File: src/rtl/vram_text_writer_if.sv
// rtl/vram_text_writer_if.sv - Wishbone-like bus bundle between a CPU master and the text VRAM writer
// Signals: W_ADDR/W_DAT_I/W_WE/W_STB driven by the master; W_DAT_O/W_ACK driven by the slave.
interface vram_text_writer_if;
    logic [31:0] W_ADDR;
    logic [31:0] W_DAT_I;
    logic        W_WE;
    logic        W_STB;
    logic [31:0] W_DAT_O;
    logic        W_ACK;

    modport master (
        output W_ADDR, W_DAT_I, W_WE, W_STB,
        input  W_DAT_O, W_ACK
    );

    modport slave (
        input  W_ADDR, W_DAT_I, W_WE, W_STB,
        output W_DAT_O, W_ACK
    );
endinterface

File: src/rtl/vram_text_writer.sv
// rtl/vram_text_writer.sv - bus-side writer for the character VRAM with auto-increment cursor and screen clear
// Ports: clk, W_RST (async active-high), bus (slave modport: address/data/strobe/ack),
//        vram_addr/vram_data/vram_we (write-only VRAM port B).
module vram_text_writer #(
    parameter logic [31:0] BASE_ADDR = 32'h0000_0000,
    parameter int          ADDR_W    = 10,
    parameter int          DATA_W    = 16
) (
    input  logic                 clk,
    input  logic                 W_RST,
    vram_text_writer_if.slave    bus,
    output logic [ADDR_W-1:0]    vram_addr,
    output logic [DATA_W-1:0]    vram_data,
    output logic                 vram_we
);

    localparam logic [1:0] REG_DATA   = 2'd0;
    localparam logic [1:0] REG_CURSOR = 2'd1;
    localparam logic [1:0] REG_CTRL   = 2'd2;

    typedef enum logic {IDLE, CLEAR} state_t;

    state_t            state;
    state_t            state_next;
    logic [ADDR_W-1:0] cursor;
    logic [1:0]        reg_sel;
    logic              sel;
    logic              busy;
    logic              stall;
    logic              accept;
    logic              start_clear;
    logic              clear_done;
    logic              data_write;
    logic              cursor_write;
    logic [DATA_W-1:0] fill;
    logic [31:0]       rdata;

    assign reg_sel = bus.W_ADDR[3:2];
    assign sel     = (bus.W_ADDR[31:4] == BASE_ADDR[31:4]);
    assign busy    = (state == CLEAR);

    // DATA/CURSOR writes would race the fill, so they wait (unacked) until the clear ends.
    assign stall  = busy && bus.W_WE && ((reg_sel == REG_DATA) || (reg_sel == REG_CURSOR));
    // Gating on W_ACK gives the mandatory idle cycle after each acknowledge.
    assign accept = bus.W_STB && !bus.W_ACK && sel && !stall;

    assign data_write   = accept && bus.W_WE && (reg_sel == REG_DATA);
    assign cursor_write = accept && bus.W_WE && (reg_sel == REG_CURSOR);
    assign start_clear  = accept && bus.W_WE && (reg_sel == REG_CTRL) && bus.W_DAT_I[0] && !busy;
    // vram_addr already holds the cell being written this cycle during a clear.
    assign clear_done   = busy && (vram_addr == {ADDR_W{1'b1}});
    assign fill         = DATA_W'(bus.W_DAT_I[31:16]);

    always_comb begin
        rdata = '0;
        case (reg_sel)
            REG_DATA, REG_CURSOR: rdata[ADDR_W-1:0] = cursor;
            REG_CTRL:             rdata[0]          = busy;
            default:              rdata             = '0;
        endcase
    end

    always_comb begin
        state_next = state;
        case (state)
            IDLE:  if (start_clear) state_next = CLEAR;
            CLEAR: if (clear_done)  state_next = IDLE;
        endcase
    end

    always_ff @(posedge clk or posedge W_RST) begin
        if (W_RST) begin
            state <= IDLE;
        end else begin
            state <= state_next;
        end
    end

    always_ff @(posedge clk or posedge W_RST) begin
        if (W_RST) begin
            bus.W_ACK   <= 1'b0;
            bus.W_DAT_O <= '0;
            vram_we     <= 1'b0;
            vram_addr   <= '0;
            vram_data   <= '0;
            cursor      <= '0;
        end else begin
            bus.W_ACK <= accept;
            vram_we   <= 1'b0;
            if (accept) begin
                bus.W_DAT_O <= rdata;
            end
            if (data_write) begin
                vram_we   <= 1'b1;
                vram_addr <= cursor;
                vram_data <= bus.W_DAT_I[DATA_W-1:0];
                cursor    <= cursor + 1'b1;
            end
            if (cursor_write) begin
                cursor <= bus.W_DAT_I[ADDR_W-1:0];
            end
            if (start_clear) begin
                vram_we   <= 1'b1;
                vram_addr <= '0;
                vram_data <= fill;
            end
            if (busy) begin
                if (clear_done) begin
                    cursor <= '0;
                end else begin
                    vram_we   <= 1'b1;
                    vram_addr <= vram_addr + 1'b1;
                end
            end
        end
    end

endmodule

File: src/flat_wrapper.sv
// flat-port wrapper written by rule: the top's interface ports become plain ports
module vram_text_writer_flat 
#(
    parameter logic [31:0] BASE_ADDR = 32'h0000_0000,
    parameter int          ADDR_W    = 10,
    parameter int          DATA_W    = 16
)
  (clk, W_RST, vram_addr, vram_data, vram_we, bus_W_ADDR, bus_W_DAT_I, bus_W_WE, bus_W_STB, bus_W_DAT_O, bus_W_ACK);
  vram_text_writer_if bus_i ();
  input  logic clk;
  input  logic W_RST;
  output logic [ADDR_W-1:0] vram_addr;
  output logic [DATA_W-1:0] vram_data;
  output logic vram_we;
  input wire logic [$bits(bus_i.W_ADDR)-1:0] bus_W_ADDR;
  input wire logic [$bits(bus_i.W_DAT_I)-1:0] bus_W_DAT_I;
  input wire logic [$bits(bus_i.W_WE)-1:0] bus_W_WE;
  input wire logic [$bits(bus_i.W_STB)-1:0] bus_W_STB;
  output wire logic [$bits(bus_i.W_DAT_O)-1:0] bus_W_DAT_O;
  output wire logic [$bits(bus_i.W_ACK)-1:0] bus_W_ACK;
  assign bus_i.W_ADDR = bus_W_ADDR;
  assign bus_i.W_DAT_I = bus_W_DAT_I;
  assign bus_i.W_WE = bus_W_WE;
  assign bus_i.W_STB = bus_W_STB;
  assign bus_W_DAT_O = bus_i.W_DAT_O;
  assign bus_W_ACK = bus_i.W_ACK;
  vram_text_writer #(.BASE_ADDR(BASE_ADDR), .ADDR_W(ADDR_W), .DATA_W(DATA_W)) u_core (.clk(clk), .W_RST(W_RST), .bus(bus_i), .vram_addr(vram_addr), .vram_data(vram_data), .vram_we(vram_we));
endmodule
File: config.mk
export PLATFORM = sky130hd
export DESIGN_NAME = vram_text_writer_flat
export DESIGN_NICKNAME = d
export VERILOG_FILES = /design/src/rtl/vram_text_writer_if.sv /design/src/rtl/vram_text_writer.sv /design/src/flat_wrapper.sv
export SDC_FILE = /design/constraint.sdc
export NUM_CORES = 1
export LEC_CHECK = 0
export BUFFER_PORTS_ARGS = -buffer_cell sky130_fd_sc_hd__clkbuf_2
export CAP_MARGIN = 0
export CORE_MARGIN = 3
export CORE_UTILIZATION = 43
export DETAILED_ROUTE_END_ITERATION = 8
export PLACE_DENSITY = 0.77
export SKIP_CTS_REPAIR_TIMING = 1
export SYNTH_ARGS = -nofsm -noshare
export SYNTH_HDL_FRONTEND = slang
export SYNTH_SLANG_ARGS = --single-unit
File: constraint.sdc
create_clock -name clk -period 2 [get_ports clk]
set_clock_uncertainty 0.15 [all_clocks]
set_input_delay 0.3 -clock clk [delete_from_list [all_inputs] [get_ports clk]]
set_output_delay 0.3 -clock clk [all_outputs]
set_load 0.005 [all_outputs]
==> reports/results.env <==
DIE-WIDTH_UM=88.0
P_COMB_FRAC=0.083
FP.COREAREA_MM2=0.00642
NUMBER_OF_GLOBAL_ROUTE_VIAS_BEFORE_REPAIR=2661
CLOCK_POWER_SHARE=0.391
CTS_TREE='done'
SWSHARE=0.236
SHARE_SEQ_OF_TOTAL_POWER=0.526
PLACE_INST=510
TIMING.CRITICAL_PATH.FROM_TYPE='register'
CRITICALPATHCATEGORY='reg -> reg'
SYNTH.YOSYS.SEQ_AREA_SHARE=0.425
GLOBAL_ROUTE.USAGE.TOTAL=0.212
SLOWEST_DELAY_PS=420
LAYOUT-AREA-OVERHEAD-VS-SYNTH_PCT=36.2
SLEW-LIMIT-HEADROOM=0.662
TOTAL_SWITCHING_POWER_uW=445
SEQUENTIAL_CELL_AREA_MM2=0.00123
RSZ0062_AT_GRT='yes'
MOST-COMMON-LAYOUT-CELLS='clkbuf_2 (103), nand2_1 (49), dfrtp_1 (49)'
WIRE_PER_INST_UM=15.9
POST_DRT_VIA_CELL_RATIO=5.54
CRIT_PATH_END_KIND='register'
GRT_MAX_DEGREE=28
FINAL.MIN_CLOCK_PERIOD_PS=2060
TIMING_MAX_TRANSITION_VIOLATIONS_FINAL=0
GLOBALROUTEOVERFLOWTOTAL=0
SYNTH_SIMPLE_GATE_AREA_SHARE=0.279
CRITICAL-PATH-SLOWEST-CELL='dfrtp_1'
DPL.HPWL_UM=6280
SYNTH_ADDER_AREA_SHARE=0.00867
SYNTH_XOR_AREA_FRAC=0.0152
WORSTREGTOREGCELLS=6
YOSYS-MUX-AREA-FRACTION=0.0173
GRT_ANTENNA_BEFORE_REPAIR=0
RUN_STATUS='finished with violations'
GRT_FIRST_PASS_WIRELENGTH_UM=12800
DR.PASS1.ITERS=4
FINAL.SETUP.TNS_PS=-126
CLOCK_LATENCY_PS=310
WORST_HOLD_DEPTH=3
FINALWEIGHTEDCONGESTION=0.927
POSTSYNTH.TOPFLOPCELL='dfrtp_1'
FLOORPLAN.IO_PINS=128
FINAL.PERIOD_UTILIZATION=1.03
DRT_DRC_VIOLATIONS_LEFT=0
PORTBUFFERS=103
VIOLATIONS='setup timing'
REQUIRED_PS=2030
FF_LATCH_COUNT_SYNTH=49
SETUP_WS_PS=-61.3
TRITONCTS.NUM_BUFFERS=5
MAX_CAP_VIOL_COUNT=0
CRIT_BUF_INV=1
YOSYS.CELL_TYPES.COUNT=54
DIEAREA_MM2=0.00774
SYNTH-WARNING-COUNT=0
SYNTH.LARGEST_AREA_CELL='dfrtp_1'
LAYOUT_COMMONEST_CELL='clkbuf_2'
DR.FIRST_ITER.DRC_COUNT=204
FILLER_CELL_COUNT_IN_THE_FINAL_LAYOUT=578
MAXCLOCKFREQUENCY_MHz=485
NETLIST_AREA_MM2=0.00289
SETUP-VIOLATIONS-FINAL=3
SYNTH_ENABLE_FLOP_CELLS=0
SYNTH_COMPOUND_GATE_AREA_SHARE=0.159
CP_DELAY_BY_FAMILY_TOP='simple AND/OR/NAND/NOR gates'
SYN_INST=316
MAIN_COMBINATIONAL_CELL_FAMILY_BY_AREA_AFTER_SYNTHESIS='simple AND/OR/NAND/NOR gates'
P_PER_AREA_mW_PER_MM2=478
WORST-PATH-MAX-FANOUT=6
CTS_SINKS=49
TIMING_HOLD_VIOLATIONS_FINAL=0
WORSTPATHARRIVAL_PS=2090
LAYOUT-DRIVE-GT1-SHARE=0.413
DESIGN.FINAL.NETS=522
WORST-PATH-STAGES=6
ANTENNA_CELLS=0
CLK_PIN_SLEW_PS=100
CELLINTERNALPOWER_mW=1.44
MAX-CLOCK-PATH-BUFFERS=2
WORSTHOLDPATHTYPE='in -> reg'
SYNTH_ASYNC_SR_FLOP_SHARE=1.00
LEVEL_COUNT_OF_THE_CLOCK_H_TREE=2
WORSTPATHCELLLIST='nor4b_4, and4_4, nand4_4, buf_8, o31ai_1, a311oi_2'
ANTENNA_VIOLATING_NETS_LEFT=0
DRT_WL_TOTAL_UM=8420
DR_TOTAL_VIAS=2936
LAYOUTNONFILLERINSTCOUNT=530
ROOT_BUFFER='clkbuf_8'
IR_WORST_VDD_mV=0.380
NUMBER_OF_ROWS_IN_THE_CORE_AREA=29
SYN-MEAN-INSTANCE-AREA_UM2=9.14
WORST_PIN_SLEW_PS=506
YOSYS.AREA.TOP_TYPE_SHARE=0.425
LEAKAGEPOWER_nW=2.03
FLOORPLAN.INITIALDENSITY=0.450
MULTIINPUTGATEAREA_MM2=0.00155
FLOORPLAN.DIE.HEIGHT_UM=88.0
POST_SYNTH_MAIN_AREA_CONTRIBUTORS='dfrtp_1 (42%), nand2_1 (6.6%), buf_4 (5.7%), nand3_1 (4.2%), a22oi_1 (4.2%)'
sequential cells by signal, summed over array words and instances, names as in the netlist:
register / cells
u_core.vram_data: 16
u_core.bus.W_DAT_O: 10
u_core.cursor: 10
u_core.vram_addr: 10
u_core.bus.W_ACK: 1
u_core.busy: 1
u_core.vram_we: 1
tightest hold or removal path, stage by stage:
cell	delay [ps]
clkbuf_2	70
a22oi_1	50
nand2_1	60
synth_stat cells (4+ instances only):
cell type / instances
nor2_1: 11
nand2_1: 51
o31ai_1: 4
a21oi_1: 7
mux2i_1: 5
nand3_1: 24
o21ai_0: 7
dfrtp_1: 49
buf_4: 22
clkbuf_1: 8
and3_1: 6
inv_1: 9
nor4_2: 7
buf_2: 7
nand4_1: 6
a22oi_1: 16
nor3_1: 8
nand3b_1: 9
o22ai_1: 6
worst paths after layout:
check	start	slack, ps	to
setup reg to reg	u_core.bus.W_ACK	-60	u_core.cursor[7]
hold / removal	bus_W_DAT_I[31]	60	u_core.vram_data[15]
hold reg to reg	u_core.bus.W_DAT_O[3]	330	u_core.bus.W_DAT_O[3]
setup / recovery	u_core.bus.W_ACK	-60	u_core.cursor[7]
min in group asynchronous	W_RST	390	u_core.bus.W_DAT_O[8]
max in group asynchronous	W_RST	770	u_core.vram_addr[1]
layer usage:
metal | share of wire | GRT usage | vias to the layer above
li1 | - | - | 1388
met1 | 0.41 | 0.279 | 1408
met5 | 0 | 0 | -
met2 | 0.51 | 0.361 | 122
met3 | 0.074 | 0.0395 | 18
met4 | 0.014 | 0.0516 | 0
power groups by stage:
stage	Combinational (mW)	Sequential (mW)	Clock, mW
after floorplan	0.0865	1.01	0
after global placement	0.147	1.01	0
after detailed placement	0.151	1.01	0
after CTS	0.152	0.990	0.741
after global routing	0.173	0.990	0.774
final	0.156	0.990	0.736
cell type report:
type	instances	area share
clock inverters	3	0.0111
clock buffers	5	0.0175
multi-input cells	240	0.394
repair buffers	147	0.232
well taps	77	0.0245
inverters	9	0.00922
flip-flops and latches	49	0.312
stage by stage:
step | setup slack, ps | cell area, µm² | util | power, mW | hold slack [ps]
after floorplan | -45.4 | 2970 | - | 1.10 | 285
after global placement | -118 | 3620 | 0.563 | 1.16 | 184
after detailed placement | -148 | 3620 | 0.563 | 1.16 | 196
after CTS | -99.2 | 3730 | 0.581 | 1.88 | -143
after global routing | -129 | 3930 | 0.613 | 1.94 | 68.0
final | -61.3 | 3930 | 0.613 | 1.88 | 57.3
cells by family (layout without fill, tap and decap cells):
family / Yosys count / after routing
AO/OA/AOI/OAI: 63 / 63
XOR/XNOR: 5 / 5
adder cells (fa/ha/maj): 2 / 2
buffers and inverters: 48 / 164
flip-flops: 49 / 49
multiplexers: 5 / 5
other: 1 / 22
AND/OR/NAND/NOR: 143 / 143
Note: power is estimated with default switching activity, not from simulation.
